[src/rtl/m68k_error_reporter.sv]
// Queues address-mismatch events and streams each as "E AAAAAA XXXXXX\r\n" to the AVR UART.
// Define M68K_ERR_DROP_REPORT_EN to append a "D HH\r\n" drop report once the queue drains.
module m68k_error_reporter #(
    parameter int EVT_DEPTH = 4,
    parameter int EVT_AW    = 2
) (
    input  logic            clk_sys,
    input  logic            rst,
    input  logic            evt_valid,
    input  logic [23:0]     evt_actual,
    input  logic [23:0]     evt_expected,
    input  logic            tx_busy,
    output logic [7:0]      tx_data,
    output logic            new_tx_data,
    output logic [7:0]      drop_cnt,
    output logic [EVT_AW:0] fifo_level,
    output logic            busy
);

`ifdef M68K_ERR_DROP_REPORT_EN
    typedef enum logic [2:0] {IDLE, LOAD, SEND, GAP, DROP} state_t;
`else
    typedef enum logic [1:0] {IDLE, LOAD, SEND, GAP} state_t;
`endif

    localparam logic [EVT_AW:0] FULL_LVL = (EVT_AW + 1)'(EVT_DEPTH);

    state_t            state;
    state_t            state_nxt;
    logic [47:0]       mem [EVT_DEPTH];
    logic [EVT_AW-1:0] wr_ptr;
    logic [EVT_AW-1:0] rd_ptr;
    logic [47:0]       msg;
    logic [4:0]        idx;
    logic [4:0]        last;
    logic              is_drop;
    logic              full;
    logic              push;
    logic              pop;
    logic              drop_hit;
    logic              strobe;
    logic [7:0]        cur_byte;

    function automatic logic [7:0] hex_char(input logic [3:0] n);
        return (n < 4'd10) ? 8'h30 + {4'h0, n} : 8'h37 + {4'h0, n};
    endfunction

    assign full     = (fifo_level == FULL_LVL);
    assign push     = evt_valid && !full;
    assign drop_hit = evt_valid && full;
    assign pop      = (state == LOAD);
    assign last     = is_drop ? 5'd5 : 5'd16;
    assign busy     = (fifo_level != '0) || (state != IDLE);

    always_ff @(posedge clk_sys) begin
        if (rst) state <= IDLE;
        else     state <= state_nxt;
    end

    always_comb begin
        state_nxt = state;
        unique case (state)
            IDLE: if (fifo_level != '0) state_nxt = LOAD;
            LOAD: state_nxt = SEND;
            SEND: if (!tx_busy) state_nxt = GAP;
            GAP: begin
                if (idx != last)
                    state_nxt = SEND;
`ifdef M68K_ERR_DROP_REPORT_EN
                else if (!is_drop && fifo_level == '0 && drop_cnt != 8'h00)
                    state_nxt = DROP;
`endif
                else
                    state_nxt = IDLE;
            end
`ifdef M68K_ERR_DROP_REPORT_EN
            DROP: state_nxt = SEND;
`endif
            default: state_nxt = IDLE;
        endcase
    end

    // Byte map; nibbles are picked MSB first by shifting the address field.
    always_comb begin
        strobe   = (state == SEND) && !tx_busy;
        cur_byte = 8'h0A;
        if (is_drop) begin
            unique case (idx)
                5'd0:    cur_byte = 8'h44;
                5'd1:    cur_byte = 8'h20;
                5'd2:    cur_byte = hex_char(msg[7:4]);
                5'd3:    cur_byte = hex_char(msg[3:0]);
                5'd4:    cur_byte = 8'h0D;
                default: cur_byte = 8'h0A;
            endcase
        end else begin
            unique case (1'b1)
                (idx == 5'd0):
                    cur_byte = 8'h45;
                (idx == 5'd1 || idx == 5'd8):
                    cur_byte = 8'h20;
                (idx >= 5'd2 && idx <= 5'd7):
                    cur_byte = hex_char(4'(msg[47:24] >> {5'd7 - idx, 2'b00}));
                (idx >= 5'd9 && idx <= 5'd14):
                    cur_byte = hex_char(4'(msg[23:0] >> {5'd14 - idx, 2'b00}));
                (idx == 5'd15):
                    cur_byte = 8'h0D;
                default:
                    cur_byte = 8'h0A;
            endcase
        end
    end

    always_ff @(posedge clk_sys) begin
        if (push) mem[wr_ptr] <= {evt_actual, evt_expected};
    end

`ifndef M68K_ERR_DROP_REPORT_EN
    assign is_drop = 1'b0;
`endif

    always_ff @(posedge clk_sys) begin
        if (rst) begin
            wr_ptr      <= '0;
            rd_ptr      <= '0;
            fifo_level  <= '0;
            drop_cnt    <= 8'h00;
            tx_data     <= 8'h00;
            new_tx_data <= 1'b0;
            msg         <= '0;
            idx         <= '0;
`ifdef M68K_ERR_DROP_REPORT_EN
            is_drop     <= 1'b0;
`endif
        end else begin
            new_tx_data <= strobe;
            if (strobe) tx_data <= cur_byte;
            if (push) wr_ptr <= wr_ptr + 1'b1;
            if (pop) begin
                msg    <= mem[rd_ptr];
                rd_ptr <= rd_ptr + 1'b1;
                idx    <= '0;
`ifdef M68K_ERR_DROP_REPORT_EN
                is_drop <= 1'b0;
`endif
            end
            if (push && !pop)
                fifo_level <= fifo_level + 1'b1;
            else if (pop && !push)
                fifo_level <= fifo_level - 1'b1;
            if (state == GAP && idx != last) idx <= idx + 1'b1;
`ifdef M68K_ERR_DROP_REPORT_EN
            // Snapshot the count for the report; drops seen now restart the live count.
            if (state == GAP && state_nxt == DROP) begin
                msg      <= {40'h0, drop_cnt};
                is_drop  <= 1'b1;
                idx      <= '0;
                drop_cnt <= drop_hit ? 8'd1 : 8'd0;
            end else if (drop_hit && drop_cnt != 8'hFF) begin
                drop_cnt <= drop_cnt + 1'b1;
            end
`else
            if (drop_hit && drop_cnt != 8'hFF) drop_cnt <= drop_cnt + 1'b1;
`endif
        end
    end

endmodule

[config.mk]
export PLATFORM = sky130hd
export DESIGN_NAME = m68k_error_reporter
export DESIGN_NICKNAME = d
export VERILOG_FILES = /design/src/rtl/m68k_error_reporter.sv
export SDC_FILE = /design/constraint.sdc
export NUM_CORES = 1
export LEC_CHECK = 0
export BUFFER_PORTS_ARGS = -buffer_cell sky130_fd_sc_hd__buf_2
export CORE_ASPECT_RATIO = 1.25
export CORE_MARGIN = 2
export CORE_UTILIZATION = 50
export DETAILED_ROUTE_END_ITERATION = 6
export GPL_TIMING_DRIVEN = 1
export HOLD_SLACK_MARGIN = 0.03
export PLACE_DENSITY = 0.68
export SLEW_MARGIN = 5
export SYNTH_ARGS = -nofsm -noshare
export SYNTH_HDL_FRONTEND = slang
export SYNTH_SLANG_ARGS = --single-unit
[constraint.sdc]
create_clock -name clk_sys -period 4.01 [get_ports clk_sys]
set_input_delay 0.401 -clock clk_sys [delete_from_list [all_inputs] [get_ports clk_sys]]
set_output_delay 0.401 -clock clk_sys [all_outputs]
set_load 0.1 [all_outputs]
# Yosys cells after proc, flatten, opt, wreduce, memory -nomap -nowiden
# Memory sizes are Yosys's and may differ from the RTL's. A register that Yosys moved wholly into a read port is not among the register bits.
# Cells that the tools add are included.
[totals]
register_bits = 31
input_bits = 52
mem_count = 1
latchBits = 0
ram_bits = 192
rom_bits = 0
[classes]
reduce_logical = 22
add_sub_neg = 12
eq_ne = 11
magnitude_cmp = 6
shift = 2
n_mul = 0
div = 0
n_mux = 13
n_bitwise = 0
[memory_table]
columns = ["name", "depth", "width", "rd", "rd_ports_with_merged_regs", "wr", "line_no", "source"]
rows = [
  ["mem", 4, 48, 1, 1, 1, "30", "logic [47:0] mem [EVT_DEPTH];"],
]
[ops]
columns = ["op", "count"]
rows = [
  [">> shifter 24 x 7 -> 4 bit", 2],
  ["case mux 7 bit (5 select lines)", 1],
  ["adder 6 x 4 -> 7 bit (first input constant)", 4],
  ["2-to-1 mux 7 bit", 2],
  ["== test 5 x 4 -> 1 bit (second input constant)", 2],
  ["2-to-1 mux 5 bit", 2],
  ["logical AND 1 bit", 9],
  ["adder 8 x 1 -> 8 bit (second input constant)", 1],
  ["< comparator 4 bit (second input constant)", 2],
  ["!= test 8 bit (second input constant)", 1],
  ["case mux 2 bit (4 select lines)", 1],
  ["2-to-1 mux 2 bit", 3],
  ["2-to-1 mux 3 bit", 2],
  ["nonzero test 2 bit", 3],
  ["adder 5 x 1 -> 5 bit (second input constant)", 1],
  ["== test 5 x 1 -> 1 bit (second input constant)", 1],
  [">= comparator 5 x 2 -> 1 bit (second input constant)", 1],
  [">= comparator 5 x 4 -> 1 bit (second input constant)", 1],
  ["less-or-equal comparator 5 x 3 -> 1 bit (second input constant)", 1],
  ["less-or-equal comparator 5 x 4 -> 1 bit (second input constant)", 1],
  ["zero test 5 bit", 1],
  ["!= test 5 bit (second input constant)", 1],
  ["subtractor 3 x 5 -> 5 bit (first input constant)", 1],
  ["subtractor 4 x 5 -> 5 bit (first input constant)", 1],
  ["other kinds (13)", 21],
]

# Logic depth before layout (Yosys ltp)
[depth]
ltp_word = 7
depth_mapped = 13
ltp_nobuf = 12

# Worst setup path after synthesis
# Ideal clock, no wire load.
[synth_timing]
path_type = "register to register"
start = "register fifo_level[0]"
end = "memory mem[0][0] (enable)"
path_stages_with_launch = 4
period_less_slack_ps = 3266
required_ps = 3600
slack_ps = 744
path_buffers = 0
t_arrival_ps = 2856
setup_ps = 410
cell_sequence = "dfxtp_1 -> nor2_1 -> a21boi_1 -> and2_1"
[synth_between]
elab_chain_len = 5
[synth_rtl]
columns = ["element", "line_no", "source"]
rows = [
  ["start, declared", "16", "output logic [EVT_AW:0] fifo_level,"],
  ["start signal, assigned", "148", "fifo_level <= fifo_level + 1'b1;"],
  ["start signal, assigned", "150", "fifo_level <= fifo_level - 1'b1;"],
  ["== test 3 bit", "48", "assign full = (fifo_level == FULL_LVL);"],
  ["zero test 1 bit", "49", "assign push = evt_valid && !full;"],
  ["logical AND 1 bit", "49", ""],
  ["via push", "38", "logic push;"],
  ["2-to-1 mux 1 bit", "115", "if (push) mem[wr_ptr] <= {evt_actual, evt_expected};"],
  ["2-to-1 mux 1 bit (implied by the code)", "115", ""],
  ["end, declared", "30", ""],
]
# The timed path passes the listed nets, and every way through them passes these cells.

# Final worst setup path
[layout_timing]
start = "register idx[0]"
end = "register tx_data[6]"
[layout_between]
elab_chain_len = 5
elab_cells_between_ends = 24
[layout_rtl]
columns = ["element", "line_no", "source"]
rows = [
  ["start, declared", "34", "logic [4:0] idx;"],
  ["start signal, assigned", "151", "if (state == GAP && idx != last) idx <= idx + 1'b1;"],
  ["subtractor 4 x 5 -> 5 bit or subtractor 3 x 5 -> 5 bit (tied branches)", "105, 103", ""],
  [">> shifter 24 x 7 -> 4 bit, on equally long branches", "105, 103", ""],
  ["adder 6 x 4 -> 7 bit or < comparator 4 bit (tied branches)", "45", "return (n < 4'd10) ? 8'h30 + {4'h0, n} : 8'h37 + {4'h0, n};"],
  ["2-to-1 mux 7 bit", "45", ""],
  ["case mux 7 bit (5 select lines) (*)", "97", "unique case (1'b1)"],
  ["end signal, assigned", "137", "if (strobe) tx_data <= cur_byte;"],
  ["end, declared", "13", "output logic [7:0] tx_data,"],
]
# Every way passes the cells marked *; elsewhere a longest branch is shown, timed or not.
# A chain may end at the register's enable or synchronous reset.

==> metrics <==
via count=6072; status=finished, final reports clean; worst rel slew slack=33.58%; maxcap violations=0; antenna cells=0; Post-Synth Adder-Cell Area=1.925%; combinational cell fraction of total power=20.6%; CTS Hold Bufs=0; PD cells=628.2 nW/um2; remaining antenna violation count=0; Critical Path RT=4360 ps; Final #Nets=857; core area=21400 um2; CTS HTree Levels=1; Seq/Total Area, Yosys=67.90%; Initial Util=50.44%; Seq pwr share=48.3%; EDFF count, synth=192; Final min period=3115 ps; Synth Area in Simple Gates=7.733%; Die H=168.3 um; final hold violation count=0; Fmax achieved=0.3211 GHz; most common cell after layout, fill and taps aside=edfxtp_1; post-CTS setup buffers=0; Sw Ratio=28.92%; CTS-repair resized insts=0; CTS tree=yes; worst-path fanout max=13; fin cells=1087; Clock Path Buffers=3; Root Driver=clkbuf_16; GR Overflow Total=0; WHS=93.52 ps; clock share of power=31.1%; Internal=0.005460 W; XOR/XNOR share of the synthesized area=1.136%; mux cell area share after synthesis=13.09%; Tot Pwr=0.007682 W; Hold Path Class=in -> reg; I/O pins=73; RSZ-0062 raised after global routing=false; Main synth FF type=edfxtp_1; Critical Path Sink Type=register; Seq cells post-synth=270; row count=60; CP startpoint kind=register; total wire length=20010 um; Sink Count=270; clock skew=10.78 ps; Worst IR Drop VDD=418.3 uV; Post-DP HPWL=12940 um; syn avg cell area=14.88 um2; Worst-Margin Slew=996.3 ps; CP Data Arrival Time=3460 ps; Clock Pin Slew Worst Setup and Hold Paths=70 ps; Tcrit/Tclk final=77.67%; DRC errors left=0; final setup TNS=0 ps; ys async rst share=0%; first-pass GRT wire length=32290 um; via/cell ratio=5.586; gr usage total=17.82%; area added between synthesis and finish=13.31%; routability-driven placement congestion ratio=0.8300; max-slew violation count=0; drt wl/cell=18.41 um; Cell Area, Synth=10790 um2; post-layout util=57.15%; main combinational cell family by area after synthesis=multiplexers; Leakage=4.141 nW; Setup Viol. Count Final=0; CP Class=reg -> reg; NetSw=0.002222 W; die extent in x=135.4 um; commonest non-fill, non-tap cells in the layout=edfxtp_1 (192), nand2_1 (122), dfxtp_1 (76), buf_2 (71), a21oi_1 (62); share of cells above drive strength 1=23.39%; Starting DRT DRC Count=320; vias in the first global route=6240; YS warnings=0; DRT Pass-1 Iters=4; post-synthesis compound-gate area fraction=6.052%; largest net degree at the start of global routing=53; Clock Latency Late Sink=510 ps; placed cell count=1041; die area=22780 um2; post-synth cell types=56; Cells after Synth=725; # port buffers=71; antenna violations before repair=0; Num CTS Buffers=25; post-synthesis net count=793
cell families (layout without fill, tap and decap cells):
family | after synthesis | count (layout)
multiplexers | 70 | 70
XOR/XNOR | 14 | 14
other | 1 | 1
flip-flops | 270 | 270
AND/OR/NAND/NOR | 195 | 195
AO/OA/AOI/OAI | 105 | 105
adder cells (fa/ha/maj) | 16 | 16
buffers and inverters | 54 | 137
cell type report:
class	instances	area, um2
Clock inverter	15	187.7
Timing Repair Buffer	80	422.9
Fill cell	1691	9168
Tap cell	279	349.1
Sequential cell	270	7332
Inverter	11	41.29
Multi-Input combinational cell	401	3247
Clock buffer	31	648.1
power groups by stage:
stage	Clock, W	Combinational [W]	Sequential (W)
6_report	0.00239	0.00159	0.00371
5_1_grt	0.00253	0.00173	0.00377
4_1_cts	0.00243	0.00161	0.00372
3_5_place_dp	0	0.00161	0.00378
3_3_place_gp	0	0.00156	0.00376
2_1_floorplan	0	0.00121	0.00374
registers in the layout, indices dropped and copies added (netlist names), 2 cells and up:
name        cells
state           2
rd_ptr          2
tx_data         7
mem           192
fifo_level      3
idx             5
drop_cnt        8
msg            48
wr_ptr          2
worst paths after layout:
| check | from | endpoint | slack, ps | depth (start not counted) |
|---|---|---|---|---|
| max | idx[0] | tx_data[6] | 900 | 10 |
| min | evt_expected[7] | mem[2][7] | 90 | 1 |
| max reg2reg | idx[0] | tx_data[6] | 900 | 10 |
| min reg2reg | msg[46] | msg[46] | 460 | 2 |
metal layers:
metal	track usage [%]	vias up	wire (um)
met1	23.83	3067	8655
met5	0	-	0
met3	2.409	26	788
li1	-	2856	-
met4	4.891	0	386
met2	30.79	123	10180
worst max-delay path, cell delays in order, from the launching register on:
cell	delay, ps
dfxtp_1	730
mux4_2	570
and3_1	190
a31oi_1	260
ha_1	230
inv_1	70
a21o_1	160
a221oi_2	300
nor3_1	80
a211oi_1	230
a221oi_1	120
through the flow:
step	setup slack [ps]	area, um2
5_1_grt	634.7	12230
2_1_floorplan	743.7	10790
6_report	895.3	12230
3_3_place_gp	1092	11390
4_1_cts	939.0	12230
3_5_place_dp	937.3	11390
synthesized netlist by cell type, drive strengths merged, types with 2 or more instances:
cell type    n  share of area (%)
nand2      122                4.2
nor3        10               0.56
mux4        56                 12
a221oi       6               0.54
a22oi        2               0.14
mux2i       11                1.0
dfxtp       78                 14
mux2         3               0.31
edfxtp     192                 53
and3         3               0.17
nor2        30                1.0
and2         6               0.35
nor2b        3               0.17
a21o         6               0.42
nand4        5               0.29
nand3        7               0.32
xor2         8               0.65
buf         16               0.81
a21oi       63                3.0
inv         10               0.35
clkbuf      27               0.94
or3          5               0.29
a31oi        3               0.17
xnor2        6               0.49
ha          15                1.7
a211oi       3               0.26
o21ai       11               0.54
a22o         2               0.16
No activity file was read; power rests on OpenSTA's default activity.
